### src/rtl/ip_pkg.sv
// Shared constants and types for the IPv4 receive path.
package ip_pkg;

  // Ethernet / IPv4 header constants
  localparam logic [15:0] ETH_TYPE_IPV4 = 16'h0800;
  localparam logic [7:0]  IP_VER_IHL    = 8'h45;
  localparam logic [15:0] ETH_HDR_LEN   = 16'd14;
  localparam logic [15:0] IP_HDR_END    = 16'd33;
  localparam logic [15:0] MIN_IP_LEN    = 16'd20;
  localparam logic [47:0] MAC_BROADCAST = 48'hFFFF_FFFF_FFFF;
  // MF flag plus 13-bit fragment offset; DF and the reserved bit are ignored
  localparam logic [15:0] FRAG_MASK     = 16'h3FFF;

  // Frame byte offsets where a header field is complete
  localparam logic [15:0] OFS_DST_MAC_END  = 16'd5;
  localparam logic [15:0] OFS_SRC_MAC_END  = 16'd11;
  localparam logic [15:0] OFS_ETH_TYPE_END = ETH_HDR_LEN - 16'd1;
  localparam logic [15:0] OFS_VER_IHL      = ETH_HDR_LEN;
  localparam logic [15:0] OFS_TOT_LEN_END  = 16'd17;
  localparam logic [15:0] OFS_FRAG_END     = 16'd21;
  localparam logic [15:0] OFS_PROTO        = 16'd23;
  localparam logic [15:0] OFS_SRC_IP_END   = 16'd29;

  // IP protocol numbers
  localparam logic [7:0] PROTO_ICMP = 8'h01;
  localparam logic [7:0] PROTO_UDP  = 8'h11;

  typedef enum logic [2:0] {
    IDLE,
    ETH_HDR,
    IP_HDR,
    PAYLOAD,
    PAD,
    DROP
  } rx_state_t;

endpackage

### src/rtl/ip_checksum_acc.sv
// Byte-pairing one's-complement accumulator. Words are {even byte, odd byte};
// the folded result already includes the word completed by the current byte.
module ip_checksum_acc (
  input  logic        clk,
  input  logic        rst,
  input  logic        clear,
  input  logic        byte_valid,
  input  logic        odd_byte,
  input  logic [7:0]  data,
  output logic [15:0] sum
);

  logic [7:0]  hi_q;
  logic [19:0] acc_q;
  logic [19:0] acc_nxt;
  logic [16:0] fold1;

  // Add the completed word on every odd byte
  always_comb begin
    // NOTE: every always_comb output gets a default first so no path can infer a latch.
    acc_nxt = acc_q;
    if (byte_valid && odd_byte) acc_nxt = acc_q + {4'h0, hi_q, data};
  end

  // Two end-around-carry folds bring the 20-bit sum back to 16 bits
  assign fold1 = {1'b0, acc_nxt[15:0]} + {13'h0, acc_nxt[19:16]};
  assign sum   = fold1[15:0] + {15'h0, fold1[16]};

  // Accumulator register, cleared between headers
  always_ff @(posedge clk) begin
    // NOTE: sequential state uses non-blocking assignments so every register samples pre-edge values.
    if (rst || clear) acc_q <= '0;
    else              acc_q <= acc_nxt;
  end

  // Hold the even (high) byte until its partner arrives
  always_ff @(posedge clk) begin
    if (byte_valid && !odd_byte) hi_q <= data;
  end

endmodule

### src/rtl/ip_rx.sv
// Receive-side IPv4 parser: filters Ethernet/IPv4 headers, reports the header
// fields and forwards the payload with the Ethernet padding removed.
module ip_rx
  import ip_pkg::*;
#(
  parameter bit ACCEPT_BROADCAST = 1'b1,
  parameter bit CHECK_CHECKSUM   = 1'b1
) (
  input  logic        clk,
  input  logic        rst,
  input  logic [47:0] local_mac_addr,
  input  logic [31:0] local_ip_addr,
  input  logic [7:0]  mac_rx_data,
  input  logic        mac_rx_valid,
  input  logic        mac_rx_end,
  input  logic        mac_rx_err,
  output logic        ip_rx_hdr_valid,
  output logic [7:0]  ip_rx_type,
  output logic [47:0] ip_rx_src_mac,
  output logic [31:0] ip_rx_src_ip,
  output logic [15:0] ip_rx_data_length,
  output logic [7:0]  ip_rx_data,
  output logic        ip_rx_valid,
  output logic        ip_rx_last,
  output logic        ip_rx_done,
  output logic        ip_rx_error
);

  rx_state_t   state;
  logic        prev_valid;
  logic        sof;
  logic        hdr_state;
  logic        hdr_bad;
  logic [15:0] cnt;
  logic [15:0] rem_q;
  logic [47:0] sh;
  logic [15:0] last16;
  logic [31:0] last32;
  logic [47:0] last48;
  logic [15:0] tot_len_q;
  logic [7:0]  proto_q;
  logic [47:0] src_mac_q;
  logic [31:0] src_ip_q;
  logic [15:0] csum;

  assign sof       = mac_rx_valid && !prev_valid;
  assign hdr_state = (state == ETH_HDR) || (state == IP_HDR);

  // The current byte appended to the header history gives each multi-byte field
  assign last48 = {sh[39:0], mac_rx_data};
  assign last32 = last48[31:0];
  assign last16 = last48[15:0];

  ip_checksum_acc u_csum (
    .clk        (clk),
    .rst        (rst),
    .clear      (state != IP_HDR),
    .byte_valid (mac_rx_valid && (state == IP_HDR)),
    .odd_byte   (cnt[0]),
    .data       (mac_rx_data),
    .sum        (csum)
  );

  // Judge each header field on the byte that completes it
  always_comb begin
    hdr_bad = 1'b0;
    case (cnt)
      OFS_DST_MAC_END:  hdr_bad = !((last48 == local_mac_addr) ||
                                    (ACCEPT_BROADCAST && (last48 == MAC_BROADCAST)));
      OFS_ETH_TYPE_END: hdr_bad = (last16 != ETH_TYPE_IPV4);
      OFS_VER_IHL:      hdr_bad = (mac_rx_data != IP_VER_IHL);
      OFS_TOT_LEN_END:  hdr_bad = (last16 < MIN_IP_LEN);
      OFS_FRAG_END:     hdr_bad = ((last16 & FRAG_MASK) != 16'h0);
      IP_HDR_END:       hdr_bad = (last32 != local_ip_addr) ||
                                  (CHECK_CHECKSUM && (csum != 16'hFFFF));
      default:          hdr_bad = 1'b0;
    endcase
  end

  // Header history and field captures; published only once the header passes
  always_ff @(posedge clk) begin
    // NOTE: pure datapath registers carry no reset; the FSM never consumes them before they are written.
    if ((state == IDLE && sof) || (hdr_state && mac_rx_valid)) sh <= last48;
    if (hdr_state && mac_rx_valid) begin
      if (cnt == OFS_SRC_MAC_END) src_mac_q <= last48;
      if (cnt == OFS_TOT_LEN_END) tot_len_q <= last16;
      if (cnt == OFS_PROTO)       proto_q   <= mac_rx_data;
      if (cnt == OFS_SRC_IP_END)  src_ip_q  <= last32;
    end
  end

  // Frame FSM with registered outputs
  always_ff @(posedge clk) begin
    if (rst) begin
      state             <= IDLE;
      cnt               <= '0;
      rem_q             <= '0;
      // Tracking valid through reset keeps a mid-frame reset from seeing a false start
      prev_valid        <= mac_rx_valid;
      ip_rx_hdr_valid   <= 1'b0;
      ip_rx_type        <= '0;
      ip_rx_src_mac     <= '0;
      ip_rx_src_ip      <= '0;
      ip_rx_data_length <= '0;
      ip_rx_data        <= '0;
      ip_rx_valid       <= 1'b0;
      ip_rx_last        <= 1'b0;
      ip_rx_done        <= 1'b0;
      ip_rx_error       <= 1'b0;
    end else begin
      prev_valid      <= mac_rx_valid;
      ip_rx_hdr_valid <= 1'b0;
      ip_rx_valid     <= 1'b0;
      ip_rx_last      <= 1'b0;
      ip_rx_done      <= 1'b0;
      ip_rx_error     <= 1'b0;
      case (state)
        IDLE: begin
          cnt <= '0;
          if (sof && !mac_rx_end) begin
            cnt   <= 16'd1;
            state <= ETH_HDR;
          end
        end
        ETH_HDR, IP_HDR: if (mac_rx_valid) begin
          cnt <= cnt + 16'd1;
          if (mac_rx_end) begin
            state <= IDLE;
            cnt   <= '0;
          end else if (hdr_bad) begin
            state <= DROP;
          end else if (cnt == OFS_ETH_TYPE_END) begin
            state <= IP_HDR;
          end else if (cnt == IP_HDR_END) begin
            ip_rx_hdr_valid   <= 1'b1;
            ip_rx_type        <= proto_q;
            ip_rx_src_mac     <= src_mac_q;
            ip_rx_src_ip      <= src_ip_q;
            ip_rx_data_length <= tot_len_q - MIN_IP_LEN;
            rem_q             <= tot_len_q - MIN_IP_LEN;
            state             <= (tot_len_q == MIN_IP_LEN) ? PAD : PAYLOAD;
          end
        end
        PAYLOAD: if (mac_rx_valid) begin
          cnt         <= cnt + 16'd1;
          rem_q       <= rem_q - 16'd1;
          ip_rx_valid <= 1'b1;
          ip_rx_data  <= mac_rx_data;
          if (mac_rx_end) begin
            // Ending before the last payload byte flags an error instead of last
            state       <= IDLE;
            cnt         <= '0;
            ip_rx_done  <= 1'b1;
            ip_rx_last  <= (rem_q == 16'd1);
            ip_rx_error <= mac_rx_err || (rem_q != 16'd1);
          end else if (rem_q == 16'd1) begin
            ip_rx_last <= 1'b1;
            state      <= PAD;
          end
        end
        PAD: if (mac_rx_valid) begin
          cnt <= cnt + 16'd1;
          if (mac_rx_end) begin
            state       <= IDLE;
            cnt         <= '0;
            ip_rx_done  <= 1'b1;
            ip_rx_error <= mac_rx_err;
          end
        end
        DROP: if (mac_rx_valid) begin
          cnt <= cnt + 16'd1;
          if (mac_rx_end) begin
            state <= IDLE;
            cnt   <= '0;
          end
        end
        default: state <= IDLE;
      endcase
    end
  end

endmodule

### config.mk
export PLATFORM = sky130hd
export DESIGN_NAME = ip_rx
export DESIGN_NICKNAME = d
export VERILOG_FILES = /design/src/rtl/ip_pkg.sv /design/src/rtl/ip_checksum_acc.sv /design/src/rtl/ip_rx.sv
export SDC_FILE = /design/constraint.sdc
export NUM_CORES = 1
export LEC_CHECK = 0
export ABC_AREA = 1
export CORE_MARGIN = 2
export CORE_UTILIZATION = 60
export CTS_BUF_LIST = sky130_fd_sc_hd__clkbuf_8
export CTS_CLUSTER_SIZE = 24
export DETAILED_ROUTE_END_ITERATION = 7
export PLACE_DENSITY_LB_ADDON = 0.25
export SYNTH_ARGS = -nofsm -noshare
export SYNTH_HDL_FRONTEND = slang
export SYNTH_SLANG_ARGS = --single-unit
### constraint.sdc
create_clock -name clk -period 13.58 [get_ports clk]
set_clock_uncertainty 0.15 [all_clocks]
set_input_delay 2.037 -clock clk [delete_from_list [all_inputs] [get_ports clk]]
set_output_delay 2.037 -clock clk [all_outputs]
set_load 0.05 [all_outputs]
==> results.json, run 1 <==
{
  "outcome": "completed",
  "holdCritPathClass": "reg -> reg",
  "drive_gt1_frac": 0.0719,
  "crit_top_cell": "nor2_1",
  "grt_use_total": 0.323,
  "initialDrtViolationCount": 1376,
  "critPathTopFamily": "simple AND/OR/NAND/NOR gates",
  "cts_resized": 0,
  "drc": 0,
  "cp-start-kind": "input pin",
  "p_total_uw": 2520,
  "clkPwrFrac": 0.359,
  "ys_top_cells_by_area": "edfxtp_1, dfxtp_1, nor2_1",
  "critPathCaptureType": "flip-flop",
  "ir_worst_vdd_mv": 0.111,
  "grt_pass1_wl_mm": 66.6,
  "clkTransAtPathRegs_ns": 0.06,
  "row_count": 58,
  "yosys_register_bits": 325,
  "rsz0062_at_grt": "false",
  "sw_frac_of_total": 0.297,
  "grt_pass1_vias": 12400,
  "critical_path.max_stage_delay_ns": 0.94,
  "hold-path-cell-count": 2,
  "postRouteAntennaNets": 0,
  "vias": 13000,
  "p_seq_frac": 0.483,
  "ys_types": 51,
  "synthCells": 1728,
  "clock-sinks": 325,
  "h-tree-depth": 2,
  "ctsRootBufferMaster": "clkbuf_8",
  "synth_edf_count": 152,
  "multi_input_area_um2": 5910,
  "relSlewSlack": 0.275,
  "cpMaxStageDelayCell": "clkdlybuf4s50_1",
  "synth_common_cells": "nor2_1, inv_1, nand2_1",
  "numPortBuffers": 209,
  "drv_slew": 0,
  "min-delay-start": "ip_rx_data_length[7]",
  "ctsHoldBuffers": 0,
  "r2r_end": "ip_rx_src_mac[23]",
  "cts_buffers": 51,
  "start_util": 0.606,
  "post-cts-setup-buffers": 0,
  "coreArea_um2": 25000,
  "gp_congestion": 0.963,
  "die_x_um": 163,
  "synth_top_cell_area_share": 0.301,
  "period_needed_ns": 10.07,
  "r2r-start": "u_csum.acc_q[0]",
  "criticalPathCategory": "in -> reg",
  "seqCellArea_um2": 8030,
  "cts_max_path_buffers": 3,
  "io-pin-count": 210,
  "diodes": 0,
  "grt_overflow": 0,
  "cp_max_fo": 74,
  "tightest_slew_ns": 1.08,
  "ys_async_sr_fraction": 0,
  "arrival_ns": 10.33,
  "fillers": 1831,
  "p_int_uw": 1770,
  "power_frac_comb": 0.158,
  "cts_tree": "built",
  "path_buf_inv": 4,
  "max_freq_mhz": 99.3,
  "setup_tns_ns": 0,
  "powerDensity_nw_per_um2": 135,
  "hold_viol_final": 0,
  "p_leak_uw": 0.00710,
  "post-synth-top-area-cell": "edfxtp_1",
  "drt_pass1_iterations": 6,
  "rrSetupSlack_ns": 5.79,
  "dieArea_um2": 26600,
  "areaGrowthSynthToFinish_pct": 23.2,
  "routed_wl_mm": 42.9,
  "min_to": "ip_rx_data_length[7]",
  "yosys_most_used_dff": "dfxtp_1",
  "synth_nets": 1852,
  "worstRegToRegCells": 42,
  "antenna_found_initial": 0,
  "yosysMostFrequentCell": "nor2_1",
  "wl_per_cell_um": 18.5,
  "switchingPower_uw": 749,
  "hpwl_mm": 30.2,
  "timing.final.crit_share": 0.741,
  "fin_nets": 2072,
  "via_per_inst": 5.60,
  "setup_viol": 0,
  "ys_seq_area_frac": 0.529,
  "avgSynthCellArea_um2": 8.78,
  "postLayoutCoreUtil": 0.747,
  "worst_ep_required_time_ns": 13.84,
  "synth_area_um2": 15200,
  "die_h_um": 163,
  "cap_viol_max_count": 0,
  "grt_start_max_net_pins": 75,
  "yosys_warnings": 0,
  "clk_latency_ns": 0.60
}
[final cells by class]
class	instances	share of cell area
repair buffers	223	0.117
multi-input cells	1078	0.316
inverters	269	0.0540
well taps	330	0.0221
clock inverters	36	0.0174
flip-flops and latches	325	0.429
clock buffers	59	0.0434
[worst max path at each step]
| stage | cells after the start | start | to | slack [ns] |
|---|---|---|---|---|
| 3_5_place_dp | 42 | mac_rx_data[1] | ip_rx_src_ip[20] | 3.12 |
| 6_report | 42 | mac_rx_data[1] | ip_rx_src_mac[23] | 3.51 |
| 3_3_place_gp | 42 | mac_rx_data[1] | ip_rx_src_ip[21] | 3.28 |
| 5_1_grt | 42 | mac_rx_data[1] | ip_rx_src_ip[20] | 2.90 |
| 4_1_cts | 41 | mac_rx_data[1] | ip_rx_src_mac[9] | 3.63 |
| 2_1_floorplan | 45 | mac_rx_data[0] | rem_q[14] | 6.29 |
[cells by family after synthesis]
kind of cell / share of synthesized area
simple gates: 0.207
flops: 0.529
xor+xnor: 0.0468
buf+inv: 0.0842
fa+ha+maj: 0.0266
compound gates: 0.107
[power by group through the flow]
| stage | registers (µW) | logic [µW] | clock network [µW] |
|---|---|---|---|
| after CTS | 1210 | 394 | 913 |
| after global placement | 1230 | 382 | 0 |
| after detailed placement | 1230 | 391 | 0 |
| after floorplan | 1190 | 261 | 0 |
| after global routing | 1220 | 440 | 963 |
| final | 1220 | 398 | 907 |
[per-layer routing]
layer | vias to the layer above | GRT usage | share of wire
met5 | - | 0 | 0
met4 | 0 | 0.101 | 0.028
met3 | 92 | 0.0523 | 0.080
met2 | 594 | 0.531 | 0.48
met1 | 6108 | 0.442 | 0.42
li1 | 6187 | - | -
[sequential cells by signal (all words and copies together), names as in the netlist, 16 cells and up]
register	flops
src_mac_q	48
src_ip_q	32
tot_len_q	16
sh	40
ip_rx_src_ip	32
ip_rx_src_mac	48
cnt	16
ip_rx_data_length	16
rem_q	16
u_csum.acc_q	20
[worst min-delay path: cells and delay by family, from the launching register on]
| kind | cells | cell delay (ns) |
|---|---|---|
| flip-flops | 1 | 0.31 |
| buffers and inverters | 1 | 0.05 |
| AO/OA/AOI/OAI | 1 | 0.05 |
[stage by stage]
| stage | setup slack [ns] | instances | hold WS (ns) | instance area [µm²] |
|---|---|---|---|---|
| 2_1_floorplan | 6.29 | 1728 | 0.305 | 15200 |
| 3_3_place_gp | 3.28 | 2225 | 0.290 | 17600 |
| 3_5_place_dp | 3.12 | 2225 | 0.293 | 17600 |
| 4_1_cts | 3.63 | 2320 | 0.306 | 18700 |
| 5_1_grt | 2.90 | 2320 | 0.315 | 18700 |
| 6_report | 3.51 | 2320 | 0.302 | 18700 |
[cells in the final DEF, fill, tap and decap left out, types with 4 or more instances in the layout]
| cell | Yosys | routed |
|---|---|---|
| a211oi_2 | 5 | 5 |
| bufinv_16 | 0 | 6 |
| nor3_1 | 25 | 24 |
| nor2_1 | 282 | 281 |
| nor4_1 | 15 | 14 |
| o21ai_0 | 55 | 55 |
| clkbuf_8 | 0 | 59 |
| o2111ai_1 | 4 | 4 |
| xnor2_1 | 59 | 59 |
| clkinv_2 | 0 | 10 |
| clkinv_1 | 2 | 8 |
| buf_4 | 4 | 15 |
| nand2_1 | 236 | 236 |
| clkdlybuf4s50_1 | 0 | 208 |
| dfxtp_1 | 173 | 173 |
| nand3_1 | 75 | 75 |
| inv_1 | 267 | 279 |
| xor2_1 | 22 | 22 |
| or2_2 | 20 | 20 |
| a211oi_1 | 105 | 105 |
| edfxtp_1 | 152 | 152 |
| a21oi_1 | 44 | 44 |
| nor2_2 | 8 | 8 |
| nand2_2 | 4 | 4 |
| ha_1 | 29 | 29 |
| nand4_1 | 42 | 42 |
| a31oi_1 | 8 | 8 |
| nand3_2 | 4 | 4 |
Power figures use the tool's default switching activity.
==> run 2: changes to the inputs <==
Settings changed: CORE_UTILIZATION 60 to 51.
Clock period 13.58 ns to 8.5 ns, I/O delays scaled along.
==> run 2 against run 1 <==
Compared with the run above:
- cell count up 3.1%
- total power grew 55%
- clock power up 48%
- flip-flop and latch count did not move
- critical endpoint is now ip_rx_src_mac[41]
==> results.json, run 2 (synthesis gave the netlist of run 1 again) <==
{
  "cts_buffers": 52,
  "start_util": 0.515,
  "hold_viol_final": 0,
  "drv_slew": 0,
  "wl_met1_mm": 18.2,
  "setup_tns_ns": 0,
  "cts_tree": "built",
  "row_count": 63,
  "via_per_inst": 5.34,
  "drive_gt1_frac": 0.0749,
  "powerDensity_nw_per_um2": 209,
  "die_h_um": 176,
  "areaGrowthSynthToFinish_pct": 23.7,
  "drt_pass1_iterations": 5,
  "placedInstanceArea_um2": 17700,
  "grt_use_total": 0.276,
  "highest_layer": "met4",
  "holdCritPathClass": "reg -> reg",
  "cap_viol_max_count": 0,
  "numPortBuffers": 209,
  "h-tree-depth": 2,
  "multi_input_area_um2": 5910,
  "rsz0062_at_grt": "false",
  "reg_top3": "ip_rx_src_mac x48, src_mac_q x48, sh x40",
  "cpMaxStageDelayCell": "clkdlybuf4s50_1",
  "crit_top_cell": "nor2_1",
  "postRouteAntennaNets": 0,
  "cts_resized": 0,
  "place_inst": 2296,
  "hpwl_mm": 31.1,
  "cp-start-kind": "input pin",
  "clkTransAtPathRegs_ns": 0.06,
  "rrSetupSlack_ns": 1.84,
  "fin_area_um2": 18800,
  "period_needed_ns": 7.66,
  "ctsRootBufferMaster": "clkbuf_8",
  "cts_max_path_buffers": 3,
  "fillers": 2447,
  "arrival_ns": 8.01,
  "timing.final.crit_share": 0.902,
  "wl_per_cell_um": 18.1,
  "max_freq_mhz": 130,
  "coreArea_um2": 29500,
  "ir_worst_vdd_mv": 0.104,
  "antenna_found_initial": 0,
  "clk_latency_ns": 0.60,
  "mostFrequentLayoutCells": "inv_1, nor2_1, nand2_1",
  "critPathCaptureType": "flip-flop",
  "fin_nets": 2084,
  "initialDrtViolationCount": 1195,
  "final_common_cell": "inv_1",
  "routed-wl-met2_mm": 20.1,
  "met3_length_mm": 3.23,
  "dieArea_um2": 31200,
  "io-pin-count": 210,
  "p_leak_uw": 0.00711,
  "clock-sinks": 325,
  "ctsHoldBuffers": 0,
  "post-cts-setup-buffers": 0,
  "relSlewSlack": 0.122,
  "drc": 0,
  "gp_congestion": 0.938,
  "fin_cells": 2393,
  "vias": 12800,
  "worst_ep_required_time_ns": 8.85,
  "setup_viol": 0,
  "grt_pass1_vias": 12100,
  "cp_max_fo": 104,
  "tightest_slew_ns": 1.31,
  "grt_pass1_wl_mm": 66.4,
  "grt_start_max_net_pins": 105,
  "critical_path.max_stage_delay_ns": 0.57,
  "grt_overflow": 0,
  "criticalPathCategory": "in -> reg",
  "routed_wl_mm": 43.2,
  "diodes": 0,
  "seqCellArea_um2": 8030,
  "outcome": "completed",
  "die_x_um": 176
}
-- run 2: final timing paths --
kind	to	start	depth (start not counted)
max	ip_rx_src_mac[41]	mac_rx_data[5]	42
min	ip_rx_data_length[7]	ip_rx_data_length[7]	2
min reg2reg	ip_rx_data_length[7]	ip_rx_data_length[7]	2
max reg2reg	ip_rx_src_mac[41]	u_csum.acc_q[3]	41
-- run 2: cell type report --
cell class | instances | area share
flip-flops and latches | 325 | 0.428
inverters | 269 | 0.0538
clock buffers | 59 | 0.0432
repair buffers | 234 | 0.122
clock inverters | 38 | 0.0128
well taps | 390 | 0.0260
multi-input cells | 1078 | 0.315
-- run 2: routing by layer --
metal / GRT usage / up-vias
li1: - / 6219
met3: 0.0510 / 101
met4: 0.117 / 0
met1: 0.365 / 5958
met2: 0.446 / 489
met5: 0 / -
-- run 2: power breakdown --
group,switching [µW],leakage [µW],internal (µW)
registers,159,0.00278,1780
clock network,633,0.000588,704
logic,407,0.00374,232
total,1200,0.00711,2720
-- run 2: critical path: cells and delay by family --
family / cells / cell delay, ns
AND/OR/NAND/NOR: 28 / 3.23
XOR/XNOR: 1 / 0.34
buffers and inverters: 4 / 1.00
AO/OA/AOI/OAI: 5 / 1.06
adder cells (fa/ha/maj): 4 / 1.05
-- run 2: metrics by stage --
step | power, µW | util | hold WS (ns) | worst slack (ns)
floorplan | 2330 | - | 0.305 | 1.98
global placement | 2580 | 0.601 | 0.286 | 0.447
detailed placement | 2600 | 0.601 | 0.289 | 0.350
CTS | 3930 | 0.637 | 0.296 | 0.941
global route | 4080 | 0.637 | 0.322 | 0.104
finish | 3920 | 0.637 | 0.293 | 0.835
